$ cat src/rtl/serterm_pkg.sv
// rtl/serterm_pkg.sv - shared serial-terminal constants, arbiter state encoding and helpers
package serterm_pkg;

    localparam int BYTE_W = 8;

    localparam logic [0:0] ARB_IDLE = 1'b0;
    localparam logic [0:0] ARB_LOCK = 1'b1;

    // CH9350 frame header bytes, also used by the key-frame parser
    localparam logic [7:0] CH9350_HDR0 = 8'h57;
    localparam logic [7:0] CH9350_HDR1 = 8'hAB;

    function automatic int clog2(input int value);
        int w;
        w = 0;
        for (int i = 0; i < 31; i++) begin
            if ((1 << i) < value) begin
                w = i + 1;
            end
        end
        return w;
    endfunction

endpackage

$ cat src/rtl/uart_tx_arbiter_rr_pick.sv
// rtl/uart_tx_arbiter_rr_pick.sv - combinational round-robin picker: first request at or after pointer
module rr_pick
    import serterm_pkg::*;
#(
    parameter int N  = 3,
    parameter int IW = 2
) (
    input  logic [N-1:0]  req_i,
    input  logic [IW-1:0] ptr_i,
    output logic [N-1:0]  gnt_oh_o,
    output logic [IW-1:0] gnt_idx_o,
    output logic          gnt_vld_o
);

    // One spare bit so ptr+offset cannot overflow before the explicit wrap at N
    localparam int SW = IW + 1;

    logic [SW-1:0] slot;
    logic          found;

    always_comb begin
        gnt_oh_o  = '0;
        gnt_idx_o = '0;
        found     = 1'b0;
        slot      = '0;
        for (int i = 0; i < N; i++) begin
            slot = {1'b0, ptr_i} + SW'(i);
            if (slot >= SW'(N)) begin
                slot = slot - SW'(N);
            end
            if (!found && req_i[slot[IW-1:0]]) begin
                found                      = 1'b1;
                gnt_idx_o                  = slot[IW-1:0];
                gnt_oh_o[slot[IW-1:0]]     = 1'b1;
            end
        end
        gnt_vld_o = found;
    end

endmodule

$ cat src/rtl/uart_tx_arbiter.sv
// rtl/uart_tx_arbiter.sv - packet-locked round-robin arbiter in front of the UART TX byte stream
// Optional stall-release watchdog enabled by defining ARB_TIMEOUT_EN.
module uart_tx_arbiter
    import serterm_pkg::*;
#(
    parameter int N       = 3,
    parameter int TIMEOUT = 1024
) (
    input  logic                i_clk,
    input  logic                i_rst_n,
    input  logic [N*BYTE_W-1:0] s_axis_tdata,
    input  logic [N-1:0]        s_axis_tvalid,
    input  logic [N-1:0]        s_axis_tlast,
    output logic [N-1:0]        s_axis_tready,
    output logic [BYTE_W-1:0]   m_axis_tdata,
    output logic                m_axis_tvalid,
    input  logic                m_axis_tready,
    output logic [N-1:0]        o_grant,
    output logic                o_busy,
    output logic                o_timeout
);

    localparam int IW = clog2(N);

    logic [0:0]    state_q, state_d;
    logic [N-1:0]  grant_q, grant_d;
    logic [IW-1:0] gidx_q, gidx_d;
    logic [IW-1:0] ptr_q, ptr_d;
    logic [IW-1:0] next_ptr;

    logic [N-1:0]  pick_oh;
    logic [IW-1:0] pick_idx;
    logic          pick_vld;
    logic          lock;
    logic          g_valid;

    rr_pick #(.N(N), .IW(IW)) u_pick (
        .req_i     (s_axis_tvalid),
        .ptr_i     (ptr_q),
        .gnt_oh_o  (pick_oh),
        .gnt_idx_o (pick_idx),
        .gnt_vld_o (pick_vld)
    );

    assign lock          = (state_q == ARB_LOCK);
    assign g_valid       = lock & s_axis_tvalid[gidx_q];
    assign m_axis_tvalid = g_valid;
    assign m_axis_tdata  = lock ? s_axis_tdata[{gidx_q, 3'b000} +: BYTE_W] : '0;
    // grant_q is all-zero outside LOCK, so the ready decode needs no state term
    assign s_axis_tready = grant_q & {N{m_axis_tready}};
    assign next_ptr      = (gidx_q == IW'(N - 1)) ? '0 : gidx_q + IW'(1);
    assign o_grant       = grant_q;
    assign o_busy        = lock;

`ifdef ARB_TIMEOUT_EN
    localparam int CW = clog2(TIMEOUT + 1);

    logic [CW-1:0] stall_q, stall_d;
    logic          timeout_q, timeout_d;

    assign o_timeout = timeout_q;
`else
    assign o_timeout = 1'b0;
`endif

    always_comb begin
        state_d = state_q;
        grant_d = grant_q;
        gidx_d  = gidx_q;
        ptr_d   = ptr_q;
`ifdef ARB_TIMEOUT_EN
        stall_d   = stall_q;
        timeout_d = 1'b0;
`endif
        case (state_q)
            ARB_IDLE: begin
                if (pick_vld) begin
                    state_d = ARB_LOCK;
                    grant_d = pick_oh;
                    gidx_d  = pick_idx;
                end
            end
            ARB_LOCK: begin
                if (g_valid && m_axis_tready && s_axis_tlast[gidx_q]) begin
                    state_d = ARB_IDLE;
                    grant_d = '0;
                    ptr_d   = next_ptr;
`ifdef ARB_TIMEOUT_EN
                    stall_d = '0;
                end else if (!g_valid) begin
                    if (stall_q == CW'(TIMEOUT - 1)) begin
                        state_d   = ARB_IDLE;
                        grant_d   = '0;
                        ptr_d     = next_ptr;
                        stall_d   = '0;
                        timeout_d = 1'b1;
                    end else begin
                        stall_d = stall_q + CW'(1);
                    end
                end else begin
                    stall_d = '0;
`endif
                end
            end
            default: state_d = ARB_IDLE;
        endcase
    end

    always_ff @(posedge i_clk or negedge i_rst_n) begin
        if (!i_rst_n) begin
            state_q <= ARB_IDLE;
            grant_q <= '0;
            gidx_q  <= '0;
            ptr_q   <= '0;
        end else begin
            state_q <= state_d;
            grant_q <= grant_d;
            gidx_q  <= gidx_d;
            ptr_q   <= ptr_d;
        end
    end

`ifdef ARB_TIMEOUT_EN
    always_ff @(posedge i_clk or negedge i_rst_n) begin
        if (!i_rst_n) begin
            stall_q   <= '0;
            timeout_q <= 1'b0;
        end else begin
            stall_q   <= stall_d;
            timeout_q <= timeout_d;
        end
    end
`endif

endmodule

$ cat config.mk
export PLATFORM = sky130hd
export DESIGN_NAME = uart_tx_arbiter
export DESIGN_NICKNAME = d
export VERILOG_FILES = /design/src/rtl/serterm_pkg.sv /design/src/rtl/uart_tx_arbiter_rr_pick.sv /design/src/rtl/uart_tx_arbiter.sv
export SDC_FILE = /design/constraint.sdc
export NUM_CORES = 1
export LEC_CHECK = 0
export CAP_MARGIN = 20
export CORE_MARGIN = 5
export CORE_UTILIZATION = 39
export CTS_CLUSTER_SIZE = 40
export DETAILED_ROUTE_END_ITERATION = 8
export GPL_TIMING_DRIVEN = 0
export PLACE_DENSITY_LB_ADDON = 0.3
export SYNTH_ARGS = -nofsm -noshare
export SYNTH_HDL_FRONTEND = slang
export SYNTH_HIERARCHICAL = 1
export SYNTH_SLANG_ARGS = --single-unit
$ cat constraint.sdc
create_clock -name i_clk -period 2.6 [get_ports i_clk]
set_input_delay 0.52 -clock i_clk [delete_from_list [all_inputs] [get_ports i_clk]]
set_output_delay 0.52 -clock i_clk [all_outputs]
set_load 0.1 [all_outputs]
## Word-level counts from Yosys, hierarchy flattened

Cells that the tools add are included.

| storage, ports and cells | value |
|---|---|
| register bits after elaboration | 8 |
| latch bits | 0 |
| memory bits (writable) | 0 |
| bits in read-only memories | 0 |
| bits of input ports | 33 |
| output and inout port bits | 17 |
| logic and storage cells | 77 |
| memories kept | 0 |

| operators by class | value |
|---|---|
| add/sub/neg operators | 6 |
| multipliers | 0 |
| divide/modulo/power cells | 0 |
| magnitude comparators | 10 |
| equality and inequality tests | 3 |
| shifts and indexed selects | 1 |
| muxes and demuxes | 36 |
| bitwise logic cells | 5 |
| reduce and logical (&&, ||, !) cells | 12 |

Operator list:

| cell | count |
|---|---|
| variable part select 24 x 6 -> 8 bit | 1 |
| 2-to-1 mux 3 bit | 5 |
| 2-to-1 mux 2 bit | 7 |
| 2-to-1 mux 1 bit | 13 |
| less-than comparator 2 x 3 -> 1 bit, second input constant | 4 |
| binary-select mux 1 bit (select 2 bit) | 5 |
| 2-to-1 mux 8 bit | 1 |
| logical AND 1 bit | 7 |
| demux 1 bit (select 2 bit) | 3 |
| >= comparator 2 x 1 -> 1 bit, second input constant | 3 |
| >= comparator 3 x 2 -> 1 bit, second input constant | 2 |
| bitwise OR 3 bit | 2 |
| case mux 3 bit (2 select lines) | 1 |
| AND reduction 2 bit | 3 |
| subtractor 2 bit, second input constant | 3 |
| adder 2 x 1 -> 3 bit, second input constant | 1 |
| adder 2 x 2 -> 3 bit, second input constant | 1 |
| AND 3 bit | 1 |
| adder 2 x 1 -> 2 bit, second input constant | 1 |
| == test 2 bit, second input constant | 1 |
| >= comparator 2 bit, second input constant | 1 |
| logical NOT 1 bit | 2 |
| != test 2 x 1 -> 1 bit, second input constant | 1 |
| != test 2 bit, second input constant | 1 |
| other kinds (3) | 3 |

## Logic depth before layout (Yosys ltp)

Gate-level depths: netlist (run 1).

| depth | value |
|---|---|
| depth in word-level cells | 13 |
| gate-level depth with buffers | 9 |
| gate-level depth less buffers | 8 |

## Cells and area by module

Netlist (run 1), hierarchy kept.

Modules (own cells, without submodules):

| module | times used | cells an instance | area each (um^2) | seq. area each (um^2) |
|---|---|---|---|---|
| uart_tx_arbiter | 1 | 82 | 653.1 | 200.2 |
| rr_pick | 1 | 41 | 281.5 | 0.0 |

## Worst setup path after synthesis (run 1)

No wires, ideal clock.

| timing | value |
|---|---|
| path type | register -> output |
| start point | register state_q, in the netlist o_busy |
| end point | output port m_axis_tdata[0] |
| data arrival time | 1983 ps |
| data required time | 2080 ps |
| slack | 97 ps |
| stages on the path, launching flop included | 3 |
| path buffers | 1 |
| cells stage by stage | dfrtp_1 > clkbuf_1 > and2_1 |

| between the ends | value |
|---|---|
| word-level cells in the longest chain between the ends | 1 |

RTL lines:

| item | line | text |
|---|---|---|
| start: declaration | uart_tx_arbiter.sv:25 | `logic [0:0] state_q, state_d;` |
| start signal: assignment | uart_tx_arbiter.sv:116 | `state_q <= state_d;` |
| 2-to-1 mux 8 bit | uart_tx_arbiter.sv:48 | `assign m_axis_tdata = lock ? s_axis_tdata[{gidx_q, 3'b000} +: BYTE_W] : '0;` |
| end: declaration | uart_tx_arbiter.sv:15 | `output logic [BYTE_W-1:0] m_axis_tdata,` |

Every way passes these cells.

## Worst setup path in the final report (run 1)

| timing | value |
|---|---|
| start point | input port m_axis_tready |
| end point | output port s_axis_tready[0] |

| between the ends | value |
|---|---|
| word-level cells in the longest chain between the ends | 1 |

RTL lines:

| item | line | text |
|---|---|---|
| start: declaration | uart_tx_arbiter.sv:17 | `input logic m_axis_tready,` |
| AND 3 bit | uart_tx_arbiter.sv:50 | `assign s_axis_tready = grant_q & {N{m_axis_tready}};` |
| end: declaration | uart_tx_arbiter.sv:14 | `output logic [N-1:0] s_axis_tready,` |

Every way passes these cells.

==> results.json, run 1 <==
{
  "grtUsageMet1": 0.168,
  "fin_crit_sh": 0.967,
  "holdWs_ns": 0.546,
  "start_util": 0.415,
  "die_h_um": 59.0,
  "core_um2": 2250,
  "nets": 213,
  "yosysWarnings": 6,
  "fillers": 221,
  "use_met3": 0.0439,
  "drt-initial-drc-count": 22,
  "finClkSkew_ns": 0.00540,
  "met2_usage": 0.276,
  "grt_max_degree": 11,
  "cts_tree": "yes",
  "critical_path_class": "in -> out",
  "cts.sink_count": 8,
  "n_antenna_cell": 0,
  "cts_max_level": 1,
  "drc": 0,
  "num_io_pins": 50,
  "finalSetupTns_ns": 0,
  "synth_compound_area_frac": 0.161,
  "cts_buffer_depth": 2,
  "antenna_found_initial": 0,
  "port-buffer-count": 48,
  "yosysSeqAreaShare": 0.214,
  "synth_ff_type": "dfrtp_1",
  "synth_cell_type_count": 28,
  "crit_arrival_ns": 1.99,
  "num_vias": 1037,
  "critPathLaunchType": "primary input",
  "synth-simple-area-share": 0.309,
  "grt_pass1_wl_mm": 4.13,
  "synthArstFlopShare": 1.00,
  "drtAntennaViolNets": 0,
  "layout-drive-gt1-share": 0.132,
  "post_drt_wl_per_cell_um": 12.8,
  "cts.clk_slew.worst_paths_ns": 0.06,
  "gp_congestion": 0.966,
  "die_x_um": 59.0,
  "fin_ws_ns": 0.0867,
  "postSynthAreaPerCell_um2": 7.60,
  "synth_edf_count": 0,
  "grt-ovfl-total": 0,
  "tightest_slew_ns": 0.980,
  "slew_viol_final": 0,
  "max_freq_mhz": 398,
  "cts_root_buf": "clkbuf_4",
  "numCtsBuffers": 3,
  "cap_violations": 0,
  "rsz0062_at_grt": "no",
  "syn2layout_area_growth_pct": 53.3,
  "grtUsageTotal": 0.150,
  "crit_fanout": 4,
  "hold_path.class": "in -> async",
  "syn_area_um2": 935,
  "dr.pass1.iters": 4,
  "first_global_vias": 998,
  "synth_mux_area_frac": 0.185,
  "status": "finished, final reports clean",
  "hold_viol_final": 0,
  "max_slew_margin": 0.345,
  "crit_path_end_kind": "output pin",
  "clock_latency_ns": 0.25,
  "synthAdderAreaFrac": 0.0535,
  "vias_per_cell": 5.13,
  "syn-num-nets": 160,
  "final_util": 0.635,
  "top_usage_layer": "met2",
  "synth-xor-area-share": 0,
  "setup_viol": 0,
  "fp-row-count": 17,
  "pre_cts_slack_ns": -0.644,
  "routed_wl_mm": 2.59,
  "r2r_cells": 9,
  "period_minus_slack_ns": 2.51,
  "synth_top_family_by_area": "simple AND/OR/NAND/NOR gates",
  "worstPathRequired_ns": 2.08,
  "syn_inst": 123,
  "dpl.hpwl_mm": 2.20,
  "design.die.area_um2": 3480,
  "ys_seq_elements": 8
}
layer usage:
layer,up-vias,wire length [um]
li1,520,-
met1,480,1030
met2,35,1380
met3,2,165
met4,0,11
met5,-,0
cell usage after synthesis (2+ instances only):
cell type	number	area (um2)
nand2_1	23	86.3
o21ai_0	17	85.1
and2_1	12	75.1
mux2i_1	12	120
dfrtp_1	8	200
a21oi_1	6	30.0
nand3b_1	6	45.0
nor2_1	6	22.5
ha_1	4	50.1
buf_6	3	33.8
clkbuf_1	3	11.3
inv_1	3	11.3
mux2_4	2	30.0
nand2b_1	2	12.5
nor2b_1	2	12.5
o21ai_1	2	10.0
layout make-up:
type,count,area [um2],area share
flip-flops and latches,8,200,0.140
plain buffers,8,57.6,0.0402
well taps,28,35.0,0.0245
multi-input cells,104,666,0.465
repair buffers,48,440,0.307
clock buffers,3,22.5,0.0157
inverters,3,11.3,0.00786
what timing repair did:
action | in CTS | in global routing
gates cloned | 0 | 0
pin swaps | 0 | 0
resized for setup | 32 | 15
buffers inserted | 0 | 0
setup endpoints to repair | 12 | 8
hold buffers | 0 | 0
final timing paths:
| check | end | slack [ns] | startpoint |
|---|---|---|---|
| worst max-delay path | s_axis_tready[0] | 0.09 | m_axis_tready |
| worst min register to register | o_grant[0] | 0.55 | o_grant[0] |
| worst min-delay path | o_grant[0] | 0.55 | i_rst_n |
| min in group i_clk | o_grant[0] | 0.55 | o_grant[0] |
| max in group asynchronous | gidx_q[1] | 1.78 | i_rst_n |
| worst max register to register | o_grant[2] | 0.49 | ptr_q[1] |
worst max-delay path, cell delays in order:
cell and delay (ns):
clkdlybuf4s50_1 0.50, and2_1 0.12, dlygate4sd2_1 0.85
cell usage in the layout, fill, tap and decap left out, types with 2 or more instances in the layout:
cell type / instances
clkdlybuf4s50_1: 36
nand2_1: 23
o21ai_0: 17
and2_1: 12
mux2i_1: 12
buf_2: 8
dfrtp_1: 8
nand3b_1: 6
nor2_1: 6
a21oi_1: 6
clkbuf_4: 4
ha_1: 4
clkbuf_1: 3
buf_6: 3
dlygate4sd2_1: 3
inv_1: 3
nor2b_1: 2
o21ai_1: 2
nand2b_1: 2
mux2_4: 2
per-stage QoR:
| step | cell area [um2] | std cells |
|---|---|---|
| CTS | 1470 | 202 |
| finish | 1430 | 202 |
| detailed placement | 1450 | 199 |
| global placement | 1450 | 199 |
| floorplan | 935 | 123 |
| global route | 1430 | 202 |
logic make-up (layout without fill, tap and decap cells):
family                     count (synthesis)  count (layout)
DFF                                        8               8
buffers and inverters                     11              62
AOI/OAI and AO/OA                         28              28
adders and majority gates                  4               4
muxes                                     15              15
and+or+nand+nor                           56              56
other                                      1               1
state kept, by name (all words and copies together), names as in the netlist:
register	count
gidx_q	2
o_busy	1
o_grant	3
ptr_q	2
Power of run 1 is left out: the tool's default activity adds up to more than one toggle a clock period on the data nets, which glitch-free logic cannot reach.
==> run 2, diff against run 1 <==
Settings changed: CORE_UTILIZATION 39 to 38, SYNTH_HIERARCHICAL 1 to unset.
Clock period 2.6 ns to 2.7 ns, I/O delays scaled along.
==> run 2 against run 1 <==
Wire length increased by 11%. Non-clock buffer count decreased by 1. Global-route usage increased by 2.1 points. Setup slack got worse by 0.030 ns. Sequential share of layout area decreased by 0.16 points. Register-to-register slack improved by 0.14 ns. Area after synthesis decreased by 4.7%. Final cell count decreased by 7.4%. Via count decreased by 4.6%. Worst hold slack improved by 0.0044 ns. Critical path depth unchanged. Core utilization increased by 1.3 points. Critical path type unchanged. Largest cell class unchanged.
==> results.json, run 2 <==
{
  "status": "finished, final reports clean",
  "vias_per_cell": 5.29,
  "synth_top_area_share": 0.225,
  "critical_path_class": "in -> out",
  "syn-num-nets": 145,
  "worstPathCellList": "clkdlybuf4s50_1, and2_1, dlygate4sd2_1",
  "met2_usage": 0.303,
  "fin_ws_ns": 0.0566,
  "cts_buffer_depth": 2,
  "dr.pass1.iters": 4,
  "yosysMostFrequentCell": "nor2_1",
  "ys_seq_elements": 8,
  "syn2layout_area_growth_pct": 62.6,
  "final_common_cell": "clkdlybuf4s50_1",
  "grtUsageMet1": 0.190,
  "grtUsageTotal": 0.171,
  "largest_register_ffs": 3,
  "nets": 198,
  "top_usage_layer": "met2",
  "drc": 0,
  "post_drt_wl_per_cell_um": 15.4,
  "critPathLaunchType": "primary input",
  "post_cts_buffers": 0,
  "cts_resized": 32,
  "fp-row-count": 17,
  "crit_slowest_cell": "dlygate4sd2_1",
  "layout-drive-gt1-share": 0.220,
  "synth_cell_type_count": 38,
  "slew_viol_final": 0,
  "num_vias": 989,
  "drtAntennaViolNets": 0,
  "first_global_vias": 991,
  "cts_tree": "yes",
  "cts.sink_count": 8,
  "cts.clk_slew.worst_paths_ns": 0.06,
  "holdWs_ns": 0.550,
  "yosysTopAreaCell": "dfrtp_1",
  "hold_path.class": "in -> async",
  "max_freq_mhz": 378,
  "grt-ovfl-total": 0,
  "num_io_pins": 50,
  "synthArstFlopShare": 1.00,
  "path_delay_family": "buffers and inverters",
  "cts_max_level": 1,
  "fillers": 213,
  "use_met3": 0.0439,
  "cap_violations": 0,
  "crit_arrival_ns": 2.10,
  "die_h_um": 58.4,
  "syn_area_um2": 891,
  "drt-initial-drc-count": 18,
  "clock_latency_ns": 0.26,
  "yosysSeqAreaShare": 0.225,
  "max_slew_margin": 0.343,
  "rsz0062_at_grt": "no",
  "start_util": 0.399,
  "ys_top_cells_by_area": "dfrtp_1, mux2i_1, nor2_1, a21oi_1, ha_1",
  "holdBufCountCts": 0,
  "fin_crit_sh": 0.979,
  "gp_congestion": 0.856,
  "antenna_found_initial": 0,
  "crit_path_end_kind": "output pin",
  "max_stage_delay_ns": 0.86,
  "pre_cts_slack_ns": -0.616,
  "postSynthAreaPerCell_um2": 8.25,
  "yosysWarnings": 0,
  "layout_common_cells": "clkdlybuf4s50_1, mux2i_1, a21oi_1",
  "syn_inst": 108,
  "design_area_um2": 1450,
  "synth_ff_type": "dfrtp_1",
  "tightest_slew_ns": 0.982,
  "final_cells": 187,
  "yosys-top-cells-count": "nor2_1, a21oi_1, mux2i_1",
  "worstPathRequired_ns": 2.16,
  "dpl_cell_area_um2": 1470,
  "hold_viol_final": 0,
  "dpl.hpwl_mm": 2.33,
  "numCtsBuffers": 3,
  "core_um2": 2230,
  "n_antenna_cell": 0,
  "grt_max_degree": 11,
  "synth_edf_count": 0,
  "critPathBufInv": 2,
  "cts_root_buf": "clkbuf_4",
  "die_x_um": 58.4,
  "period_minus_slack_ns": 2.64,
  "crit_fanout": 4,
  "setup_viol": 0,
  "finClkSkew_ns": 0.00494,
  "routed_wl_mm": 2.88,
  "dp_cells": 184,
  "port-buffer-count": 48,
  "grt_pass1_wl_mm": 4.59,
  "design.die.area_um2": 3410
}
-- run 2: final timing paths --
check                      slack [ns]          endpoint  depth (start not counted)           from
setup / recovery                 0.06  s_axis_tready[0]                          3  m_axis_tready
min in group i_clk               0.55        o_grant[1]                          1     o_grant[1]
max in group asynchronous        1.89         gidx_q[0]                          1        i_rst_n
hold reg to reg                  0.55        o_grant[1]                          1     o_grant[1]
hold / removal                   0.55          ptr_q[0]                          1        i_rst_n
setup reg to reg                 0.63        o_grant[1]                          8       ptr_q[0]
-- run 2: logic make-up (layout without fill, tap and decap cells) --
| logic type | after synthesis | count (layout) | synth area share |
|---|---|---|---|
| AOI/OAI and AO/OA | 31 | 31 | 0.258 |
| adders and majority gates | 4 | 4 | 0.0562 |
| buffers and inverters | 11 | 62 | 0.0716 |
| DFF | 8 | 8 | 0.225 |
| muxes | 13 | 13 | 0.160 |
| other | 1 | 1 | 0.00421 |
| and+or+nand+nor | 40 | 40 | 0.225 |
-- run 2: final cells by class --
type,instances,area [um2],share of cell area
flip-flops and latches,8,200,0.138
repair buffers,48,439,0.303
well taps,28,35.0,0.0242
clock buffers,3,22.5,0.0155
multi-input cells,89,687,0.474
plain buffers,7,48.8,0.0337
inverters,4,16.3,0.0112
-- run 2: layer usage --
layer / vias to the layer above / share of wire
li1: 486 / -
met5: - / 0
met4: 0 / 0.018
met2: 30 / 0.50
met1: 467 / 0.41
met3: 6 / 0.073
-- run 2: metrics by stage --
stage               utilization  TNS (ns)
floorplan                     -         0
global placement          0.657     -3.42
detailed placement        0.657     -3.73
CTS                       0.668         0
global route              0.649         0
finish                    0.649         0
Power of run 2 is left out for the same reason.
==> run 3, diff against run 2 <==
Settings changed: CORE_UTILIZATION 38 to 39, GPL_ROUTABILITY_DRIVEN set to 0, SYNTH_HIERARCHICAL set to 1.
==> run 3 against run 2 <==
Global-route usage shrank 2.1 points. Critical path depth grew 2. Critical endpoint is now m_axis_tvalid. Register-to-register slack lost 0.04 ns. Fmax grew 2.8%. Worst hold slack lost 0.0045 ns. Wire length shrank 9.7%. Die area grew 1.8%.
==> results.json, run 3 (same netlist as run 1, synthesis figures left out) <==
{
  "slew_viol_final": 0,
  "drc": 0,
  "cts_max_level": 1,
  "post_drt_wl_per_cell_um": 12.9,
  "cap_violations": 0,
  "grt_max_degree": 11,
  "antenna_found_initial": 0,
  "final_common_cell": "clkdlybuf4s50_1",
  "cts.sink_count": 8,
  "layout_common_cells": "clkdlybuf4s50_1, nand2_1, o21ai_0",
  "post_cts_buffers": 0,
  "die_x_um": 59.0,
  "start_util": 0.415,
  "r2r_cells": 9,
  "fin_crit_sh": 0.952,
  "cts_tree": "yes",
  "numCtsBuffers": 3,
  "hold_depth": 2,
  "hold_viol_final": 0,
  "finClkSkew_ns": 0.00575,
  "r2r-end": "o_grant[2]",
  "finalSetupTns_ns": 0,
  "pre_cts_slack_ns": -0.584,
  "drt-initial-drc-count": 23,
  "routed_wl_mm": 2.60,
  "layout-drive-gt1-share": 0.132,
  "holdBufCountCts": 0,
  "cts_buffer_depth": 2,
  "nets": 213,
  "design.die.area_um2": 3480,
  "grt_pass1_wl_mm": 4.13,
  "crit_path_end_kind": "output pin",
  "grtUsageTotal": 0.150,
  "vias_per_cell": 5.08,
  "tightest_slew_ns": 0.980,
  "die_h_um": 59.0,
  "status": "finished, final reports clean",
  "hp-start": "o_grant[0]",
  "worstPathRequired_ns": 2.16,
  "crit_arrival_ns": 2.03,
  "num_io_pins": 50,
  "fp-row-count": 17,
  "num_vias": 1026,
  "period_minus_slack_ns": 2.57,
  "dr.pass1.iters": 4,
  "grt-ovfl-total": 0,
  "largest_register_ffs": 3,
  "max_slew_margin": 0.345,
  "dpl.hpwl_mm": 2.20,
  "first_global_vias": 998,
  "clock_latency_ns": 0.25,
  "rsz0062_at_grt": "no",
  "cts_root_buf": "clkbuf_4",
  "max_freq_mhz": 389,
  "holdWs_ns": 0.546,
  "n_antenna_cell": 0,
  "fin_ws_ns": 0.129,
  "syn2layout_area_growth_pct": 57.6,
  "hold_path.class": "reg -> reg",
  "setup_viol": 0,
  "design_area_um2": 1470,
  "critPathLaunchType": "primary input",
  "crit_fanout": 5,
  "rrSetupSlack_ns": 0.59,
  "critical_path_class": "in -> out",
  "port-buffer-count": 48,
  "r2r_start": "ptr_q[1]",
  "holdPathEnd": "o_grant[0]",
  "dpl_cell_area_um2": 1450,
  "cts.clk_slew.worst_paths_ns": 0.06,
  "core_um2": 2250,
  "drtAntennaViolNets": 0
}
[run 3: cell types whose count changed in the layout (fill, tap and decap cells not counted), sizes merged, moves of 5 or more]
cell,delta
nand2,+17
o21ai,+15
and2,+7
buf,-8
nor2,-12
clkdlybuf4s15,+5
a21oi,-6
[run 3: metrics by stage]
stage,std cells,util
6_report,202,0.653
3_3_place_gp,199,0.643
3_5_place_dp,199,0.643
2_1_floorplan,123,-
4_1_cts,202,0.656
5_1_grt,202,0.653
[run 3: final cells by class]
| cell class | count | area (um2) |
|---|---|---|
| Fill cell | 212 | 782 |
| Multi-Input combinational cell | 104 | 666 |
| Timing Repair Buffer | 48 | 480 |
| Sequential cell | 8 | 200 |
| Buffer | 8 | 57.6 |
| Tap cell | 28 | 35.0 |
| Clock buffer | 3 | 22.5 |
| Inverter | 3 | 11.3 |
[run 3: repair_timing]
action / 4_1_cts / 5_1_grt
resized for setup: 31 / 2
pin swaps: 0 / 0
hold endpoints to repair: 0 / 0
endpoints found under the setup margin: 12 / 2
[run 3: layer usage]
metal | part of all wire | GRT usage | vias up
met4 | 0.0042 | 0.0356 | 0
met1 | 0.40 | 0.168 | 475
met3 | 0.061 | 0.0439 | 2
li1 | - | - | 520
met5 | 0 | 0 | -
met2 | 0.53 | 0.276 | 29
[run 3: how the worst max path moves through the flow]
stage,from,end,slack (ns),depth (start not counted)
5_1_grt,gidx_q[0],m_axis_tdata[0],0.007,6
3_3_place_gp,s_axis_tvalid[0],m_axis_tvalid,-0.57,5
3_5_place_dp,s_axis_tvalid[0],m_axis_tvalid,-0.58,5
2_1_floorplan,o_busy,m_axis_tdata[0],0.18,2
6_report,s_axis_tvalid[0],m_axis_tvalid,0.13,5
4_1_cts,s_axis_tvalid[0],m_axis_tvalid,0.01,5
[run 3: critical path, stage by stage]
cell,delay (ns)
clkdlybuf4s50_1,0.59
mux2i_1,0.10
o21ai_1,0.20
and2_1,0.16
buf_2,0.42
Power of run 3 is left out for the same reason.
